**src/rtl/vga_pkg.sv**
```systemverilog
// Shared raster geometry, framebuffer sizing and pixel types for the VGA pixel path.
package vga_pkg;

  localparam logic [9:0] H_START  = 10'd144;
  localparam logic [9:0] V_START  = 10'd31;
  localparam logic [9:0] H_ACTIVE = 10'd640;
  localparam logic [9:0] V_ACTIVE = 10'd480;
  localparam logic [9:0] H_END    = H_START + H_ACTIVE;
  localparam logic [9:0] V_END    = V_START + V_ACTIVE;

  localparam int SCALE_SHIFT = 2;
  localparam int FB_W        = 160;
  localparam int FB_H        = 120;
  localparam int ADDR_W      = 15;
  localparam int ITER_W      = 8;

  localparam logic [ITER_W-1:0] MAX_ITER = 8'd255;

  typedef struct packed {
    logic [2:0] r;
    logic [2:0] g;
    logic [1:0] b;
  } rgb332_t;

  // Per-pixel control tag that travels alongside the framebuffer read.
  typedef struct packed {
    logic valid;
    logic active;
    logic hs;
    logic vs;
  } pix_tag_t;

endpackage

```
**src/rtl/iter_to_rgb332.sv**
```systemverilog
// Combinational palette: Mandelbrot iteration count to RGB332, black inside the set.
module iter_to_rgb332
  import vga_pkg::*;
(
  input  logic [ITER_W-1:0] iter_i,
  output rgb332_t           rgb_o
);

  always_comb begin
    rgb_o = '0;
    if (iter_i != MAX_ITER) begin
      rgb_o.r = iter_i[2:0];
      rgb_o.g = iter_i[5:3];
      rgb_o.b = iter_i[7:6];
    end
  end

endmodule

```
**src/rtl/vga_pixel_fetch.sv**
```systemverilog
// Raster position -> framebuffer read -> RGB332, with syncs delayed to match and
// front/back bank swapping on the vsync falling edge.
module vga_pixel_fetch
  import vga_pkg::*;
#(
  parameter int RAM_LATENCY = 1
) (
  input  logic              clk,
  input  logic              rst,
  input  logic [9:0]        hcount,
  input  logic [9:0]        vcount,
  input  logic              hsync_in,
  input  logic              vsync_in,
  output logic              fb_rd_en,
  output logic [ADDR_W:0]   fb_rd_addr,
  input  logic [ITER_W-1:0] fb_rd_data,
  input  logic              swap_req,
  output logic              swap_ack,
  output logic              front_bank,
  output logic [2:0]        red,
  output logic [2:0]        green,
  output logic [1:0]        blue,
  output logic              hsync,
  output logic              vsync
);

  logic [9:0]        hcount_q;
  logic              primed_q,  primed_d;
  logic              vs_q;
  logic              rd_en_q,   rd_en_d;
  logic [ADDR_W:0]   rd_addr_q, rd_addr_d;
  logic              bank_q,    bank_d;
  logic              ack_q,     ack_d;
  rgb332_t           rgb_q,     rgb_d;
  logic              hs_q,      hs_d;
  logic              vs_out_q,  vs_out_d;
  pix_tag_t          pipe_q [RAM_LATENCY+1];
  pix_tag_t          pipe_d [RAM_LATENCY+1];

  logic              pix_stb;
  logic              active;
  logic [9:0]        h_off, v_off;
  logic [14:0]       y_ext, lin_addr;
  rgb332_t           pal_rgb;

  iter_to_rgb332 u_palette (
    .iter_i (fb_rd_data),
    .rgb_o  (pal_rgb)
  );

  // primed_q masks the first clk after reset so a stale hcount_q cannot fake a strobe.
  assign pix_stb = primed_q && (hcount != hcount_q);
  assign active  = (hcount >= H_START) && (hcount < H_END) &&
                   (vcount >= V_START) && (vcount < V_END);

  // y*160 as (y<<7)+(y<<5); only meaningful inside the active window.
  assign h_off    = (hcount - H_START) >> SCALE_SHIFT;
  assign v_off    = (vcount - V_START) >> SCALE_SHIFT;
  assign y_ext    = 15'(v_off);
  assign lin_addr = (y_ext << 7) + (y_ext << 5) + 15'(h_off);

  // NOTE: every signal gets a default before any branch, so no latch can be inferred.
  always_comb begin
    primed_d  = 1'b1;
    rd_en_d   = 1'b0;
    rd_addr_d = rd_addr_q;
    bank_d    = bank_q;
    ack_d     = 1'b0;
    rgb_d     = rgb_q;
    hs_d      = hs_q;
    vs_out_d  = vs_out_q;

    pipe_d[0] = '{valid: pix_stb, active: active, hs: hsync_in, vs: vsync_in};
    for (int k = 1; k <= RAM_LATENCY; k++) begin
      pipe_d[k] = pipe_q[k-1];
    end

    if (pix_stb && active) begin
      rd_en_d   = 1'b1;
      rd_addr_d = {bank_q, lin_addr};
    end

    if (pipe_q[RAM_LATENCY].valid) begin
      hs_d     = pipe_q[RAM_LATENCY].hs;
      vs_out_d = pipe_q[RAM_LATENCY].vs;
      rgb_d    = pipe_q[RAM_LATENCY].active ? pal_rgb : '0;
    end

    // A request still high at a later edge toggles again; upstream owns dropping it.
    if (vs_q && !vsync_in && swap_req) begin
      bank_d = ~bank_q;
      ack_d  = 1'b1;
    end
  end

  // NOTE: state is updated with non-blocking assignments so all registers see pre-edge values.
  always_ff @(posedge clk or posedge rst) begin
    if (rst) begin
      hcount_q  <= '0;
      primed_q  <= 1'b0;
      vs_q      <= 1'b1;
      rd_en_q   <= 1'b0;
      rd_addr_q <= '0;
      bank_q    <= 1'b0;
      ack_q     <= 1'b0;
      rgb_q     <= '0;
      hs_q      <= 1'b1;
      vs_out_q  <= 1'b1;
      // NOTE: the tag pipe is a few flops, not a RAM, so it is reset to drop in-flight pixels.
      pipe_q    <= '{default: '0};
    end else begin
      hcount_q  <= hcount;
      primed_q  <= primed_d;
      vs_q      <= vsync_in;
      rd_en_q   <= rd_en_d;
      rd_addr_q <= rd_addr_d;
      bank_q    <= bank_d;
      ack_q     <= ack_d;
      rgb_q     <= rgb_d;
      hs_q      <= hs_d;
      vs_out_q  <= vs_out_d;
      pipe_q    <= pipe_d;
    end
  end

  assign fb_rd_en   = rd_en_q;
  assign fb_rd_addr = rd_addr_q;
  assign swap_ack   = ack_q;
  assign front_bank = bank_q;
  assign red        = rgb_q.r;
  assign green      = rgb_q.g;
  assign blue       = rgb_q.b;
  assign hsync      = hs_q;
  assign vsync      = vs_out_q;

endmodule

```
**config.mk**
```make
export PLATFORM = sky130hd
export DESIGN_NAME = vga_pixel_fetch
export DESIGN_NICKNAME = d
export VERILOG_FILES = /design/src/rtl/vga_pkg.sv /design/src/rtl/iter_to_rgb332.sv /design/src/rtl/vga_pixel_fetch.sv
export SDC_FILE = /design/constraint.sdc
export NUM_CORES = 1
export LEC_CHECK = 0
export CAP_MARGIN = 15
export CELL_PAD_IN_SITES_DETAIL_PLACEMENT = 0
export CELL_PAD_IN_SITES_GLOBAL_PLACEMENT = 1
export CORE_MARGIN = 4
export CORE_UTILIZATION = 36
export CTS_BUF_LIST = sky130_fd_sc_hd__clkbuf_8
export DETAILED_ROUTE_END_ITERATION = 8
export PLACE_DENSITY = 0.8
export REMOVE_ABC_BUFFERS = 1
export SLEW_MARGIN = 25
export SYNTH_ARGS = -nofsm -noshare
export SYNTH_HDL_FRONTEND = slang
export SYNTH_SLANG_ARGS = --single-unit
```
**constraint.sdc**
```tcl
create_clock -name clk -period 1.8 [get_ports clk]
set_input_delay 0.27 -clock clk [delete_from_list [all_inputs] [get_ports clk]]
set_output_delay 0.27 -clock clk [all_outputs]
set_load 0.05 [all_outputs]
```
======== After elaboration in Yosys (flattened, before gate mapping) ========
Cells that the tools add are included.
Widths: inputs -> output; s select.
word-level totals
  input bits .............................. 33
  register bits ........................... 49
  logic and storage cells ................. 43
cells by class
  reductions and logical operators ........ 8
  $lt $le $gt $ge ......................... 4
  add/sub/neg operators ................... 4
  bitwise operators ....................... 1
  eq/ne operators ......................... 2
  multiplexer cells ....................... 4
operators with widths
  kind                   number
  $mux 8                 2
  $add 15x13->15         1
  $add 15x8->15          1
  $ge 10x5->1 const B    1
  $ge 10x8->1 const B    1
  $lt 10x10->1 const B   1
  $lt 10x9->1 const B    1
  $ne 10x10->1           1
  $sub 10x5->10 const B  1
  $sub 10x8->10 const B  1
  $ne 8x8->1 const B     1
  $logic_and 1x1->1      7
  $mux 1                 2
  $logic_not 1->1        1
  $not 1->1              1

======== Longest topological paths before layout ========
  word-level depth ........................ 6
  depth in mapped cells ................... 13
  depth with buffers taken out ............ 13

======== By module ========
A second synthesis with hierarchy kept.
unflattened totals
  cell total of the unflattened synthesis .. 221
  area, all modules ....................... 2625.0 µm²
modules (own cells, without submodules)
  module           cells an instance  area each (µm²)  times used
  vga_pixel_fetch  209                2492.4           1
  iter_to_rgb332   12                 132.6            1

======== Least setup slack after synthesis ========
Ideal clock, no wire load.
  path kind ............................... in2reg
  start ................................... in hcount[6]
  end ..................................... reg rd_addr_q[12] (netlist: fb_rd_addr[12])
  cell stages on the path ................. 11
  path slack .............................. -1.089 ns
  arrival ................................. 2.764 ns
  library setup time ...................... 0.125 ns
  cells stage by stage .................... or3_1 > a21oi_1 > xnor2_1 > fa_1 > inv_1 > fa_1 > a21oi_1 > o211ai_1 > a21oi_1 > xnor2_1 > mux2_2
between the ends
  cells in the longest elaborated chain, start to end .. 5
  elaborated cells on any way between the ends .. 10
ends and longest elaborated chain
  what                                                   line                    source
  start: declaration                                     vga_pixel_fetch.sv:10   input logic [9:0] hcount,
  branches (longest 5 deep; another with $add 15x8->15)  -
  end signal: assignment                                 vga_pixel_fetch.sv:116  rd_addr_q <= rd_addr_d;
  end: declaration                                       vga_pixel_fetch.sv:31   logic [ADDR_W:0] rd_addr_q, rd_addr_d;
Several ways; the timed one is not identified.
A chain may end at the register's enable or synchronous reset.

======== Final worst setup path ========
  start ................................... in hcount[5]
  end ..................................... reg rd_addr_q[12] (netlist: fb_rd_addr[12])
Same word-level chain as after synthesis.

==> flow_summary.toml <==
[floorplanning]
fp.dieW_um = 91.0
die-area_um2 = 8280
io_pins = 62
rows = 29
die_y_um = 91.0
start_util = 0.380
placeableCoreArea_um2 = 6530

[timing]
fin_ws_ps = -813
slew_headroom = 0.655
fin_skew_ps = 7.62
worst-slew-pin-transition_ps = 517
hold_ws_ps = 188
final_max_slew_viol_count = 0
hold_viol_final = 0
rsz0062_at_grt = "true"
setup_viol = 18
min_period_ps = 2610
tns_ps = -12180
post-route-period-util = 1.45
fmax_mhz = 383

[drt]
routedWlPerCell_um = 14.5
wl_met2_mm = 3.14
drc = 0
dr.pass1.iters = 6
num_vias = 1992
dr.max_layer_used = "met4"
wl_met1_mm = 2.59
drtIter0Drc = 35
routed_wl_mm = 6.06
route.met3.wl_um = 263
ant_nets = 0
vias_per_cell = 4.78

[synth]
yosysMostFrequentCell = "dfrtp_1"
synth_edf_count = 0
async_flop_share = 1.00
ys_seq_area_frac = 0.496
yosysUniqueCellTypes = 39
synthTopCellsByCount = "dfrtp_1 (46), inv_1 (18), ha_1 (17), xor2_1 (17)"
postSynthCellCount = 209
synth_top_area_cell = "dfrtp_1"
ys_ff_latch = 49
ys_top_cells_by_area = "dfrtp_1 (46%), ha_1 (8.6%), xor2_1 (6.0%)"
ys_warn_count = 0
synth-main-ff-cell = "dfrtp_1"
synth.cell_area_um2 = 2480
syn_avg_cell_area_um2 = 11.9
synth_top_area_frac = 0.464

[setup_path]
r2r_slack_ps = -160
crit_end = "fb_rd_addr[12]$_DFFE_PP0P_"
r2r_cells = 7
startpoint = "hcount[5]"
crit_required_ps = 1990
crit_path_start_kind = "input port"
reg2reg_from = "hcount_q[1]$_DFF_PP0_"
crit_type = "in2reg"
r2r_end = "fb_rd_addr[11]$_DFFE_PP0P_"
crit_fanout = 3
critPathArrivalTime_ps = 2810
end_kind = "register"

[clock_tree]
clk-insertion-delay-late_ps = 310
cts_tree = "done"
max-clock-path-buffers = 2
path_clk_slew_ps = 90
clock-root-buffer = "clkbuf_8"
cts_buffers = 5
htree_levels = 2
cts_sinks = 49

[pwr]
p_total_w = 0.00407
leakage_nw = 1.86
peakVddDrop_mv = 0.741
power-per-cell-area_nw_per_um2 = 1010

[global_routing]
grt.total_usage = 0.143
grt-ovfl-total = 0
grt_pass1_wl_mm = 9.67
grt_start_max_net_pins = 50
antenna_found_initial = 0
first_global_vias = 2070

[status]
violations = "negative setup slack"
status = "finished, violations left"

[min_path]
whs_path_depth = 2
hold_class = "in2reg"

[cells_and_area]
num_antenna_cells = 0
num-nets-final = 391
instances_no_fill = 417
area_growth_pct = 62.1
fin_area_um2 = 4020
final_layout_size_suffix_gt1_frac = 0.450

[place]
place.gp.congestion = 0.755
dp_hpwl_mm = 4.02
placed_area_um2 = 3500
dp.cells = 391
port_buffers = 61

[run]
cap_violations = 0
==> cell families (layout without fill, tap and decap cells) <==
group | after synthesis | in the layout | share of synthesized area
flops | 49 | 49 | 0.496
simple gates | 45 | 45 | 0.107
compound gates | 30 | 30 | 0.0742
xor+xnor | 27 | 27 | 0.0954
buf+inv | 21 | 152 | 0.0363
fa+ha+maj | 19 | 19 | 0.102
mux | 17 | 17 | 0.0873
other cells | 1 | 1 | 0.00151
==> layout by cell type, fill, tap and decap left out, types with 3 or more instances in the layout <==
| master | count |
|---|---|
| mux2_2 | 6 |
| ha_1 | 9 |
| dlygate4sd2_1 | 6 |
| o21ai_1 | 3 |
| buf_4 | 74 |
| nor2_1 | 3 |
| clkbuf_8 | 5 |
| inv_1 | 14 |
| xor2_1 | 14 |
| buf_6 | 7 |
| dfrtp_1 | 46 |
| o21ai_0 | 9 |
| xnor2_1 | 8 |
| nand4_1 | 3 |
| ha_4 | 8 |
| mux2_4 | 10 |
| o211ai_1 | 4 |
| clkdlybuf4s50_1 | 28 |
| buf_2 | 6 |
| dfstp_2 | 3 |
| nand2_1 | 13 |
| or3_4 | 3 |
==> layout make-up <==
cell class,count,area [µm²]
fillers,545,2510
multi-input cells,139,1450
flip-flops and latches,49,1230
repair buffers,126,1080
well taps,77,96.3
inverters,18,72.6
clock buffers,5,68.8
clock inverters,3,26.3
==> registers in the layout, indices dropped and copies added, names as in the netlist <==
register	flops
fb_rd_en	1
pipe_d	4
pipe_q	4
swap_ack	1
front_bank	1
hsync	1
primed_q	1
fb_rd_addr	16
hcount_q	10
blue	2
vsync	1
red	3
vs_q	1
green	3
==> timing repair <==
item / CTS / global route
setup buffers: 13 / 4
hold buffers: 0 / 0
pin swaps: 35 / 14
resized for setup: 81 / 19
gates cloned: 1 / 1
setup endpoints to repair: 18 / 20
==> where the power goes <==
part | total, W | switching (W) | leakage [nW] | internal, W
clock | 0.000671 | 0.000389 | 0.0423 | 0.000283
combinational | 0.00199 | 0.00113 | 1.23 | 0.000861
sequential | 0.00141 | 0.000113 | 0.588 | 0.00130
total | 0.00407 | 0.00163 | 1.86 | 0.00244
==> routing by layer <==
layer,vias to the layer above,GRT usage
met4,0,0.0377
met3,7,0.0322
li1,977,-
met2,54,0.246
met1,954,0.183
met5,-,0
==> worst min-delay path by stage <==
stage                   startpoint               endpoint
4_1_cts                  hcount[5]  hcount_q[5]$_DFF_PP0_
6_report                 hcount[5]  hcount_q[5]$_DFF_PP0_
5_1_grt                  hcount[5]  hcount_q[5]$_DFF_PP0_
3_3_place_gp   pipe_d[0]$_DFF_PP0_    pipe_q[0]$_DFF_PP0_
3_5_place_dp   pipe_d[0]$_DFF_PP0_    pipe_q[0]$_DFF_PP0_
2_1_floorplan             vsync_in         vs_q$_DFF_PP1_
==> worst max-delay path: stages <==
cell,delay [ps]
buf_6,90
or3_4,400
a21oi_4,170
xnor2_2,90
fa_1,510
inv_2,70
fa_2,380
a21oi_4,200
o211ai_1,110
a21oi_1,160
xnor2_1,90
mux2_4,260
==> metrics by stage <==
stage                     utilization  worst slack, ps
final                           0.616             -813
after global routing            0.616             -886
after CTS                       0.598             -738
after detailed placement        0.536            -1710
after global placement          0.536            -1630
after floorplan                     -            -1090
No activity file was read; power rests on OpenSTA's default activity.
